**src/rtl/am2940_pkg.sv**
```systemverilog
// Shared definitions for the AM2940 DMA sequencer: generator opcodes,
// control-register modes and the sequencer state type.
package am2940_pkg;

  // Generator instruction opcodes driven on I2..0
  localparam logic [2:0] OP_WR_CR   = 3'b000;
  localparam logic [2:0] OP_RD_CR   = 3'b001;
  localparam logic [2:0] OP_REINIT  = 3'b100;
  localparam logic [2:0] OP_LD_ADDR = 3'b101;
  localparam logic [2:0] OP_LD_WC   = 3'b110;
  localparam logic [2:0] OP_ENABLE  = 3'b111;

  // Control register CR[1:0] transfer modes; 2'b11 is not a legal mode
  localparam logic [1:0] MODE_0       = 2'b00;
  localparam logic [1:0] MODE_1       = 2'b01;
  localparam logic [1:0] MODE_2       = 2'b10;
  localparam logic [1:0] MODE_ILLEGAL = 2'b11;

  typedef enum logic [3:0] {
    S_IDLE,
    S_WR_CR,
    S_RD_CR,
    S_LD_ADDR,
    S_LD_WC,
    S_REINIT,
    S_XFER,
    S_STEP,
    S_FIN,
    S_ERR
  } state_t;

  // A job can only run with a legal mode and a non-zero word count
  function automatic logic params_legal(input logic [1:0] mode, input logic [7:0] word_count);
    return (mode != MODE_ILLEGAL) && (word_count != 8'd0);
  endfunction

endpackage

```
**src/rtl/am2940_sequencer.sv**
```systemverilog
// Master-side controller that programs an AM2940 address generator and
// steps it through one DMA job per accepted start request.
module am2940_sequencer
  import am2940_pkg::*;
(
  input  logic       clk,
  input  logic       reset,
  input  logic       start,
  input  logic       abort,
  input  logic [1:0] mode,
  input  logic       addr_dec,
  input  logic [7:0] start_addr,
  input  logic [7:0] word_count,
  output logic [2:0] I20,
  output logic [7:0] d_out,
  output logic       d_oe,
  input  logic [7:0] rd_data,
  output logic       cia,
  output logic       ciw,
  input  logic       done_in,
  output logic       xfer_req,
  input  logic       xfer_ack,
  output logic       busy,
  output logic       done,
  output logic       err,
  output logic [7:0] xfer_count
);

  state_t     state_q, state_d;
  logic [2:0] cr_q;
  logic [7:0] addr_q;
  logic [7:0] wc_q;
  logic       err_q;
  logic [7:0] count_q;

  // Only CR[2:0] is meaningful on readback
  logic unused_rd_hi;
  assign unused_rd_hi = ^rd_data[7:3];

  // State register
  always_ff @(posedge clk or posedge reset) begin
    if (reset) state_q <= S_IDLE;
    else       state_q <= state_d;
  end

  // Next-state logic; abort overrides every transition out of a busy state
  always_comb begin
    state_d = state_q;
    case (state_q)
      S_IDLE:    if (start) state_d = params_legal(mode, word_count) ? S_WR_CR : S_ERR;
      S_WR_CR:   state_d = S_RD_CR;
      S_RD_CR:   state_d = (rd_data[2:0] != cr_q) ? S_ERR : S_LD_ADDR;
      S_LD_ADDR: state_d = S_LD_WC;
      S_LD_WC:   state_d = S_REINIT;
      S_REINIT:  state_d = S_XFER;
      S_XFER:    if (xfer_ack) state_d = S_STEP;
      S_STEP:    state_d = done_in ? S_FIN : S_XFER;
      S_FIN:     state_d = S_IDLE;
      S_ERR:     state_d = S_IDLE;
      default:   state_d = S_IDLE;
    endcase
    if (abort && state_q != S_IDLE) state_d = S_IDLE;
  end

  // Job parameter latches, sticky error flag and transfer counter
  always_ff @(posedge clk or posedge reset) begin
    if (reset) begin
      cr_q    <= '0;
      addr_q  <= '0;
      wc_q    <= '0;
      err_q   <= 1'b0;
      count_q <= '0;
    end else begin
      if (state_q == S_IDLE && start) begin
        cr_q    <= {addr_dec, mode};
        addr_q  <= start_addr;
        wc_q    <= word_count;
        err_q   <= 1'b0;
        count_q <= '0;
      end
      if (!abort) begin
        if (state_q == S_ERR)  err_q   <= 1'b1;
        if (state_q == S_STEP) count_q <= count_q + 8'd1;
      end
    end
  end

  // Moore output decode; the generator holds whenever no command is issued
  always_comb begin
    I20      = OP_ENABLE;
    d_out    = '0;
    d_oe     = 1'b0;
    cia      = 1'b0;
    ciw      = 1'b0;
    xfer_req = 1'b0;
    done     = 1'b0;
    case (state_q)
      S_WR_CR: begin
        I20   = OP_WR_CR;
        d_out = {5'b0, cr_q};
        d_oe  = 1'b1;
      end
      S_RD_CR:   I20 = OP_RD_CR;
      S_LD_ADDR: begin
        I20   = OP_LD_ADDR;
        d_out = addr_q;
        d_oe  = 1'b1;
      end
      S_LD_WC: begin
        I20   = OP_LD_WC;
        d_out = wc_q;
        d_oe  = 1'b1;
      end
      S_REINIT:  I20 = OP_REINIT;
      S_XFER:    xfer_req = 1'b1;
      S_STEP: begin
        cia = 1'b1;
        ciw = 1'b1;
      end
      S_FIN:     done = 1'b1;
      default:   ;
    endcase
  end

  assign busy       = (state_q != S_IDLE);
  assign err        = err_q;
  assign xfer_count = count_q;

endmodule
```
**config.mk**
```make
export PLATFORM = sky130hd
export DESIGN_NAME = am2940_sequencer
export DESIGN_NICKNAME = d
export VERILOG_FILES = /design/src/rtl/am2940_pkg.sv /design/src/rtl/am2940_sequencer.sv
export SDC_FILE = /design/constraint.sdc
export NUM_CORES = 1
export LEC_CHECK = 0
export BUFFER_PORTS_ARGS = -buffer_cell sky130_fd_sc_hd__buf_2
export CORE_MARGIN = 5
export CORE_UTILIZATION = 53
export DETAILED_ROUTE_END_ITERATION = 10
export PLACE_DENSITY = 0.91
export RECOVER_POWER = 100
export SLEW_MARGIN = 25
export SYNTH_ARGS = -nofsm -noshare
export SYNTH_HDL_FRONTEND = slang
export SYNTH_SLANG_ARGS = --single-unit
export TNS_END_PERCENT = 20
```
**constraint.sdc**
```tcl
create_clock -name clk -period 2.6 [get_ports clk]
set_input_delay 0.26 -clock clk [delete_from_list [all_inputs] [get_ports clk]]
set_output_delay 0.26 -clock clk [all_outputs]
set_load 0.02 [all_outputs]
```
# Yosys cells after proc, flatten, opt, wreduce, memory -nomap -nowiden
# Index checks and enable logic that the tools add are counted.
# word_totals
elab_cells,47
reg_bits,32
inputBits,33
out_inout_bits,26
# op_classes
n_reduce_logical,8
n_mux,19
eq_ne,13
add_sub_neg,1
# op_table
operator,count
case mux 4 bit (8 select lines),1
two-way mux 4 bit,6
two-way mux 8 bit,3
case mux 8 bit (3 select lines),1
"== test 4 x 3 -> 1 bit, second input constant",4
case mux 3 bit (5 select lines),1
"adder 8 x 1 -> 8 bit, second input constant",1
"== test 4 x 2 -> 1 bit, second input constant",2
"== test 4 bit, second input constant",2
nonzero test 8 bit,1
two-way mux 1 bit,7
"!= test 3 bit, second input constant",2
"== test 4 x 1 -> 1 bit, second input constant",1
zero test 4 bit,1
nonzero test 4 bit,1
logical AND 1 bit,3
!= test 3 bit,1
OR reduction 3 bit,1
"!= test 2 bit, second input constant",1
AND reduction 2 bit,1

# Longest topological paths before layout
# Gate-level depths: netlist (run 1).
# depth
word_depth,6
depth_mapped,5
depth_no_buf,4

# Least setup slack after synthesis (run 1)
# No wires, ideal clock.
# synth_path
path_type,flip-flop to output port
startpoint,reg state_q[3]
endpoint,out d_out[0]
required_ns,2.340
t_arrival_ns,1.509
setup_slack_ns,0.831
n_path_buf,1
path_stages_with_launch,5
path_cell_list,dfrtp_1 > clkbuf_1 > nor3_1 > a22oi_1 > nand2_1
# synth_via
elab_chain_cells,2
elab_cells_between_ends,4
cone_classes,eq/ne: 3; mux: 1
# synth_rtl
item,line,source
"start, declared",am2940_sequencer.sv:29,"state_t state_q, state_d;"
"start signal, assigned",am2940_sequencer.sv:43,else state_q <= state_d;
"== test 4 x 3 -> 1 bit, or another cell as far along",am2940_sequencer.sv:97,case (state_q)
case mux 8 bit (3 select lines) (*),am2940_sequencer.sv:97,
"end, declared",am2940_sequencer.sv:15,"output logic [7:0] d_out,"
# Mark *: on every way between the ends. The rest lies on a longest branch, timed or not.

# Worst setup path after layout (run 1)
# layout_path
startpoint,reg state_q[0]
endpoint,out busy
# layout_via
elab_chain_cells,1
# layout_rtl
item,line,source
nonzero test 4 bit,am2940_sequencer.sv:125,assign busy = (state_q != S_IDLE);
"end, declared",am2940_sequencer.sv:23,"output logic busy,"
# Every way passes these cells.

==> results.toml, run 1 <==
[global_routing]
grt_max_degree = 28
grtUsageTotal_pct = 18.1
grt_pass1_vias = 1347
grt_pass1_wl_microns = 5950
grt-ovfl-total = 0
grt_antenna_before_repair = 0

[hold_path]
worstHoldPathType = "in2async"

[worst_setup_path]
crit_required_ps = 2340
r2r_slack_ps = 340
regToRegStartpoint = "state_q[0]$_DFFE_PP0P_"
startpoint_type = "register"
critPathLaunch = "state_q[0]$_DFFE_PP0P_"
crit_arrival_ps = 2060
crit_fanout = 14
crit_type = "reg2out"
cp-end-kind = "output pin"

[synth]
synthMuxAreaShare_pct = 17.1
synth_area_sq_mm = 0.00166
syn_avg_cell_area_sq_um = 10.9
ys_warn_count = 0
yosys.area_share.xor_xnor_pct = 2.11
synthAdderAreaFrac_pct = 0.755
synth-compound-area-share_pct = 10.3
synth_top_family_by_area = "simple AND/OR/NAND/NOR gates"
ys_seq_area_share_pct = 48.3
yosys.area_share.simple_pct = 18.7
synth_nets = 186
synth_seq_cells = 32
synth_cell_type_count = 35
syn_inst = 152

[final_layout]
synthToLayoutAreaGrowth_pct = 20.1
diodes = 0
postLayoutCellArea_sq_mm = 0.00199
drive_above_1_share_pct = 30.5
nets = 243

[job]
drv_cap = 0

[power]
total_power_mw = 2.09
p_leak_nw = 0.954
ir_worst_vdd_v = 0.000729
powerDensity_mw_per_mm2 = 1050

[route]
ant_nets = 0
vias = 1356
dr.first_iter.drc_count = 48
wl_microns = 3660
dr.pass1.iters = 4
wl_per_cell_microns = 14.4
viasPerCell = 5.34
drc = 0

[cts]
htree_levels = 2
cts_setup_buffers = 0
cts_root_buffer = "clkbuf_4"
numCtsBuffers = 5
ctsLongestPathBuffers = 2
ctsResizeCount = 0
cts_tree = "built"
cts_hold_buf = 0
numClockSinks = 32
clock_latency_ps = 330
clk_pin_slew_ps = 100

[sta]
fin_ws_ps = 276
hold_violations = 0
slew_headroom_pct = 32.9
worst_pin_slew_ps = 997
fin_crit_ps = 2320
finalSetupTns_ps = 0
drv_slew = 0
fmax_ghz = 0.430
skew_ps = 15.2
setup_viol = 0
fin_crit_sh_pct = 89.4
rsz0062_at_grt = "false"

[die]
rows = 20
num_io_pins = 59
start_util_pct = 54.8
fp.dieH_microns = 65.9
die_area_sq_mm = 0.00435
core_sq_mm = 0.00303
dieWidth_microns = 65.9

[status]
status = "finished, final reports clean"

[placement]
port_buffers = 53
placed_cell_area_sq_mm = 0.00198
post-dp-hpwl_microns = 2810
place_congestion = 0.831
place_worst_setup_slack_ps = 812
stage by stage:
stage          hold slack (ps)  std cells  utilization (%)
3_3_place_gp               413        246             65.2
2_1_floorplan              343        152                -
6_report                  24.8        254             65.7
3_5_place_dp               410        246             65.2
4_1_cts                   37.3        254             67.3
5_1_grt                   89.4        254             65.7
cell type report:
cell class,count,area (sq um)
fill,252,1040
sequential,32,801
multi-input combinational,110,798
timing repair buffer,57,263
clock buffer,7,55.1
tap,44,55.1
inverter,3,11.3
clock inverter,1,7.51
where the power goes:
| part | switching (mW) | total [mW] | internal (mW) |
|---|---|---|---|
| Clock | 0.162 | 0.294 | 0.132 |
| Sequential | 0.179 | 0.860 | 0.681 |
| Combinational | 0.513 | 0.933 | 0.420 |
per-layer routing:
metal  routed length (microns)  track usage [%]
met5                         0                0
met4                        46             5.84
met3                       241             5.78
met2                      1850             31.9
met1                      1520             20.6
cells in the final DEF (no fill, tap or decap), types with 3 or more instances in the layout:
master / n
dfrtp_1: 32
xnor2_1: 4
nor3_1: 4
nand2b_1: 4
clkbuf_1: 23
buf_2: 33
mux2i_1: 7
nand4_1: 3
nor2_1: 8
and3_1: 3
clkbuf_4: 5
inv_1: 3
a22oi_1: 3
nor4_1: 3
o21ai_0: 3
a22o_1: 6
nand2_1: 20
mux2_2: 19
logic make-up (layout without fill, tap and decap cells):
group / count (synthesis) / count (layout)
AOI/OAI and AO/OA: 22 / 22
xor gates and xnor gates: 4 / 4
adders and majority gates: 1 / 1
buffers and inverters: 10 / 68
DFF: 32 / 32
muxes: 26 / 26
and+or+nand+nor: 57 / 57
final timing paths:
path                            cells after the start                 endpoint
worst max-delay path                                3                     busy
worst min-delay path                                2    addr_q[4]$_DFFE_PP0P_
worst max register to register                      4   state_q[2]$_DFFE_PP0P_
worst min register to register                      1  xfer_count[7]$_DFF_PP0_
max in group asynchronous                           3   state_q[1]$_DFFE_PP0P_
min in group clk                                    2  xfer_count[2]$_DFF_PP0_
state kept, by name, indices dropped and copies added, names as in the netlist:
signal and count:
wc_q 8, state_q 4, cr_q 3, xfer_count 8, addr_q 8, err 1
Yosys cell counts:
cell,n,share of area [%]
a22o_1,6,3.2
mux2_2,19,13
a311oi_1,1,0.53
a221o_1,1,0.60
nor4_1,2,0.75
nand2b_1,4,1.5
nor2b_1,1,0.38
o31ai_1,2,0.91
ha_1,1,0.75
and3_1,3,1.1
buf_2,2,0.60
nand4b_1,2,1.1
buf_4,1,0.45
nand4_1,3,1.1
or2_2,1,0.38
dfrtp_1,32,48
nand3_1,1,0.30
inv_1,3,0.68
and2_1,2,0.75
nand2_1,20,4.5
nor4_4,1,1.3
a21boi_0,1,0.45
nor3_1,4,1.2
a22oi_1,3,1.4
nor2_1,8,1.8
o21ai_0,3,0.91
o31ai_2,1,0.75
nand3b_1,2,0.91
nand2_4,1,0.68
nor3b_1,2,0.91
a21oi_1,2,0.60
clkbuf_1,4,0.91
a211o_1,2,1.1
mux2i_1,7,4.2
xnor2_1,4,2.1
critical path, cell delays in order, from the launching register on:
cell	delay, ps
dfrtp_1	540
nor4_1	900
inv_1	80
clkbuf_1	210
(Power assumes the default switching activity.)
==> run 2, diff against run 1 <==
- CORE_MARGIN: 5 -> unset
- PLACE_DENSITY: 0.91 -> 0.84
==> results.toml, run 2 (synthesis gave the netlist of run 1 again) <==
[die]
die_area_sq_mm = 0.00336
start_util_pct = 58.1
fp.dieH_microns = 57.9
dieWidth_microns = 57.9
core_sq_mm = 0.00285
num_io_pins = 59
rows = 19

[final_layout]
diodes = 0
nFillCells = 244
nets = 244
regArea_sq_um = 801
multi_input_area_sq_um = 808
drive_above_1_share_pct = 28.6
layout_common_cells = "32 x dfrtp_1, 28 x buf_2, 26 x clkbuf_1, 20 x nand2_1, 19 x mux2_2"
synthToLayoutAreaGrowth_pct = 20.2
final_common_cell = "dfrtp_1"
final_cell_count_no_fill = 241
postLayoutCellArea_sq_mm = 0.00199
fin_util_pct = 69.8

[worst_setup_path]
path_cells = "nand2b_1 > nor3_1 > a22oi_1 > nand2_1 > clkbuf_1"
startpoint_type = "register"
crit_fanout = 14
crit_required_ps = 2340
cp_num_buf_inv = 1
cpPeakStageDelay_ps = 630
r2r_slack_ps = 550
slowest_stage = "dfrtp_1"
crit_type = "reg2out"
crit_family = "simple AND/OR/NAND/NOR gates"
crit_arrival_ps = 1990
cp-end-kind = "output pin"

[cts]
cts_root_buffer = "clkbuf_4"
numClockSinks = 32
clock_latency_ps = 330
ctsLongestPathBuffers = 2
numCtsBuffers = 5
cts_hold_buf = 1
clk_pin_slew_ps = 100
cts_setup_buffers = 0
ctsResizeCount = 0
cts_tree = "built"
htree_levels = 2

[sta]
hold_violations = 0
skew_ps = 7.66
setup_viol = 0
fin_crit_sh_pct = 86.5
fin_crit_ps = 2250
drv_slew = 0
finalSetupTns_ps = 0
fmax_ghz = 0.444
rsz0062_at_grt = "false"
whs_ps = 135
worst_pin_slew_ps = 986
slew_headroom_pct = 34.2

[global_routing]
grt_max_degree = 28
grtUsageTotal_pct = 22.9
grt_pass1_vias = 1292
grt-ovfl-total = 0
grt_pass1_wl_microns = 5750
grt_antenna_before_repair = 0

[route]
vias = 1374
dr.pass1.iters = 7
dr.first_iter.drc_count = 110
ant_nets = 0
viasPerCell = 5.70
drc = 4
wl_per_cell_microns = 14.4
wl_microns = 3470

[job]
drv_cap = 0

[placement]
place_congestion = 0.857
placed_cell_area_sq_mm = 0.00196
post-dp-hpwl_microns = 2550
port_buffers = 53
place_inst = 233

[power]
ir_worst_vdd_v = 0.000649
p_leak_nw = 0.948
powerDensity_mw_per_mm2 = 1060

[status]
status = "finished with violations"
violations = "design-rule violations"

[hold_path]
worstHoldPathType = "in2reg"
run 2: layout make-up:
cell class,count,area share (%)
clock buffer,7,3.27
inverter,3,0.565
multi-input combinational,110,40.6
sequential,32,40.2
tap,31,1.95
timing repair buffer,58,13.4
run 2: final timing paths:
| check | startpoint | to | cells past startpoint |
|---|---|---|---|
| worst min register to register | xfer_count[7]$_DFF_PP0_ | xfer_count[7]$_DFF_PP0_ | 1 |
| min in group asynchronous | reset | state_q[1]$_DFFE_PP0P_ | 3 |
| worst max-delay path | state_q[0]$_DFFE_PP0P_ | d_out[0] | 5 |
| max in group asynchronous | reset | wc_q[5]$_DFFE_PP0P_ | 4 |
| worst min-delay path | start | xfer_count[2]$_DFF_PP0_ | 2 |
| worst max register to register | state_q[2]$_DFFE_PP0P_ | cr_q[0]$_DFFE_PP0P_ | 4 |
run 2: worst reg2reg max path, stage by stage, from the launching register on:
cell      delay, ps
dfrtp_1         590
nor4_4          470
nand2_4          70
clkbuf_2        400
mux2_2          410
run 2: through the flow:
stage / power (mW) / setup WS, ps
6_report: 2.12 / 350
5_1_grt: 2.26 / 195
4_1_cts: 2.17 / 458
3_5_place_dp: 1.85 / 815
3_3_place_gp: 1.80 / 857
2_1_floorplan: 1.58 / 831
run 2: power by group:
part           switching [mW]  internal (mW)  total (mW)
Clock                   0.160          0.153       0.314
Sequential              0.188          0.680       0.869
Combinational           0.505          0.429       0.934
run 2: routing by layer:
metal | global-route usage, % | part of all wire (%)
met5 | 0 | 0
met1 | 29.2 | 45
met3 | 7.37 | 6.4
met4 | 8.50 | 1.6
met2 | 36.8 | 47
==> run 3, diff against run 2 <==
- CELL_PAD_IN_SITES_DETAIL_PLACEMENT: unset -> 1
- CELL_PAD_IN_SITES_GLOBAL_PLACEMENT: unset -> 1
- CORE_UTILIZATION: 53 -> 37
- PLACE_DENSITY: 0.84 -> 0.79
- clock period: 2.6 -> 2.1 ns (I/O delays scaled with it)
==> results.toml, run 3 (synthesis gave the netlist of run 1 again) <==
[worst_setup_path]
crit_arrival_ps = 1780
cpMostUsedCell = "nand2_1"
r2r_end = "wc_q[5]$_DFFE_PP0P_"
critPathLaunch = "state_q[1]$_DFFE_PP0P_"
crit_fanout = 12
r2r_slack_ps = 200
crit_required_ps = 1890
cp-endpoint = "d_out[1]"
cp.depth = 6
cp-end-kind = "output pin"
regToRegStartpoint = "state_q[1]$_DFFE_PP0P_"
crit_type = "reg2out"
path_cells = "nand2_1 > nor3_1 > buf_4 > a22oi_1 > nand2_1 > clkbuf_2"
cpPeakStageDelay_ps = 590
crit_family = "flip-flops"
reg2reg_depth = 4
slowest_stage = "dfrtp_1"
cp_num_buf_inv = 2
startpoint_type = "register"

[die]
fp.dieH_microns = 68.9
dieWidth_microns = 68.9
start_util_pct = 40.0
core_sq_mm = 0.00414
rows = 23
num_io_pins = 59
die_area_sq_mm = 0.00475

[sta]
drv_slew = 33
rsz0062_at_grt = "false"
hold_violations = 0
skew_ps = 7.57
fmax_ghz = 0.502
slew_headroom_pct = -12.0
worst_pin_slew_ps = 1680
fin_crit_sh_pct = 94.9
setup_viol = 0
fin_crit_ps = 1990
finalSetupTns_ps = 0

[route]
dr.pass1.iters = 4
wl_per_cell_microns = 15.7
vias = 1373
ant_nets = 0
wl_microns = 4070
dr.first_iter.drc_count = 38
viasPerCell = 5.28
drc = 0

[hold_path]
worstHoldPathType = "in2reg"

[cts]
clock_latency_ps = 290
numClockSinks = 32
numCtsBuffers = 5
cts_tree = "built"
htree_levels = 2
ctsLongestPathBuffers = 2
clk_pin_slew_ps = 80
cts_root_buffer = "clkbuf_8"

[global_routing]
grt_max_degree = 33
grt_antenna_before_repair = 0
grt_pass1_vias = 1356
grt-ovfl-total = 0
grt_pass1_wl_microns = 6590
grtUsageTotal_pct = 19.7

[final_layout]
diodes = 0
synthToLayoutAreaGrowth_pct = 24.2
drive_above_1_share_pct = 35.2
layout_common_cells = "30 x buf_2, 29 x dfrtp_1, 20 x nand2_1, 19 x mux2_2, 18 x clkbuf_1"
nets = 243
final_common_cell = "buf_2"
nFillCells = 499

[job]
drv_cap = 1

[power]
ir_worst_vdd_v = 0.000596
total_power_mw = 2.78
p_leak_nw = 0.980
powerDensity_mw_per_mm2 = 1350

[placement]
place_congestion = 0.778
port_buffers = 53
post-dp-hpwl_microns = 3000

[status]
violations = "max-capacitance violations, max-slew violations"
status = "finished with violations"
run 3: changes by cell type in the layout (fill, tap and decap cells not counted), moves of 2 or more:
cell      previous run  this run
clkbuf_2             1         7
buf_2               28        30
clkbuf_1            26        18
clkbuf_8             2         5
dfrtp_2              0         3
dfrtp_1             32        29
clkbuf_4             5         0
clkinv_2             0         2
run 3: per-stage QoR:
step	cells	setup slack (ps)	hold slack [ps]	instance area, sq um	utilization (%)
after global placement	252	322	311	1980	47.9
after global routing	260	13.5	129	2060	49.7
after floorplan	152	381	293	1660	-
after CTS	260	5.71	1.37	2080	50.2
after detailed placement	252	237	324	1980	47.9
final	260	107	132	2060	49.7
run 3: worst min path at each step:
stage,startpoint,end,slack [ps],cells past startpoint
6_report,start,xfer_count[2]$_DFF_PP0_,130,2
5_1_grt,start,xfer_count[2]$_DFF_PP0_,130,2
4_1_cts,reset,xfer_count[7]$_DFF_PP0_,1,3
3_5_place_dp,reset,xfer_count[7]$_DFF_PP0_,320,3
3_3_place_gp,reset,xfer_count[6]$_DFF_PP0_,310,3
2_1_floorplan,start,xfer_count[2]$_DFF_PP0_,290,1
run 3: where the power goes:
| part | total, mW | internal (mW) | switching, mW | leakage, nW |
|---|---|---|---|---|
| Sequential | 1.09 | 0.848 | 0.246 | 0.398 |
| Clock | 0.480 | 0.231 | 0.249 | 0.0479 |
| Combinational | 1.21 | 0.551 | 0.656 | 0.535 |
run 3: cell type report:
cell class / count / area, sq um / area share [%]
inverters: 3 / 11.3 / 0.547
well taps: 50 / 62.6 / 3.04
flip-flops and latches: 32 / 805 / 39.1
clock buffers: 5 / 68.8 / 3.34
repair buffers: 57 / 268 / 13.0
multi-input cells: 110 / 825 / 40.1
clock inverters: 3 / 18.8 / 0.912
run 3: routing by layer:
layer | GRT usage (%) | part of all wire [%]
met2 | 33.5 | 51
met5 | 0 | 0
met1 | 23.4 | 43
met4 | 8.42 | 1.6
met3 | 4.93 | 4.6
run 3: timing repair:
action | 4_1_cts | 5_1_grt
setup buffers | 0 | 0
setup endpoints to repair | 4 | 8
pin swaps | 0 | 0
hold buffers | 0 | 0
resized for setup | 3 | 2
gates cloned | 0 | 0
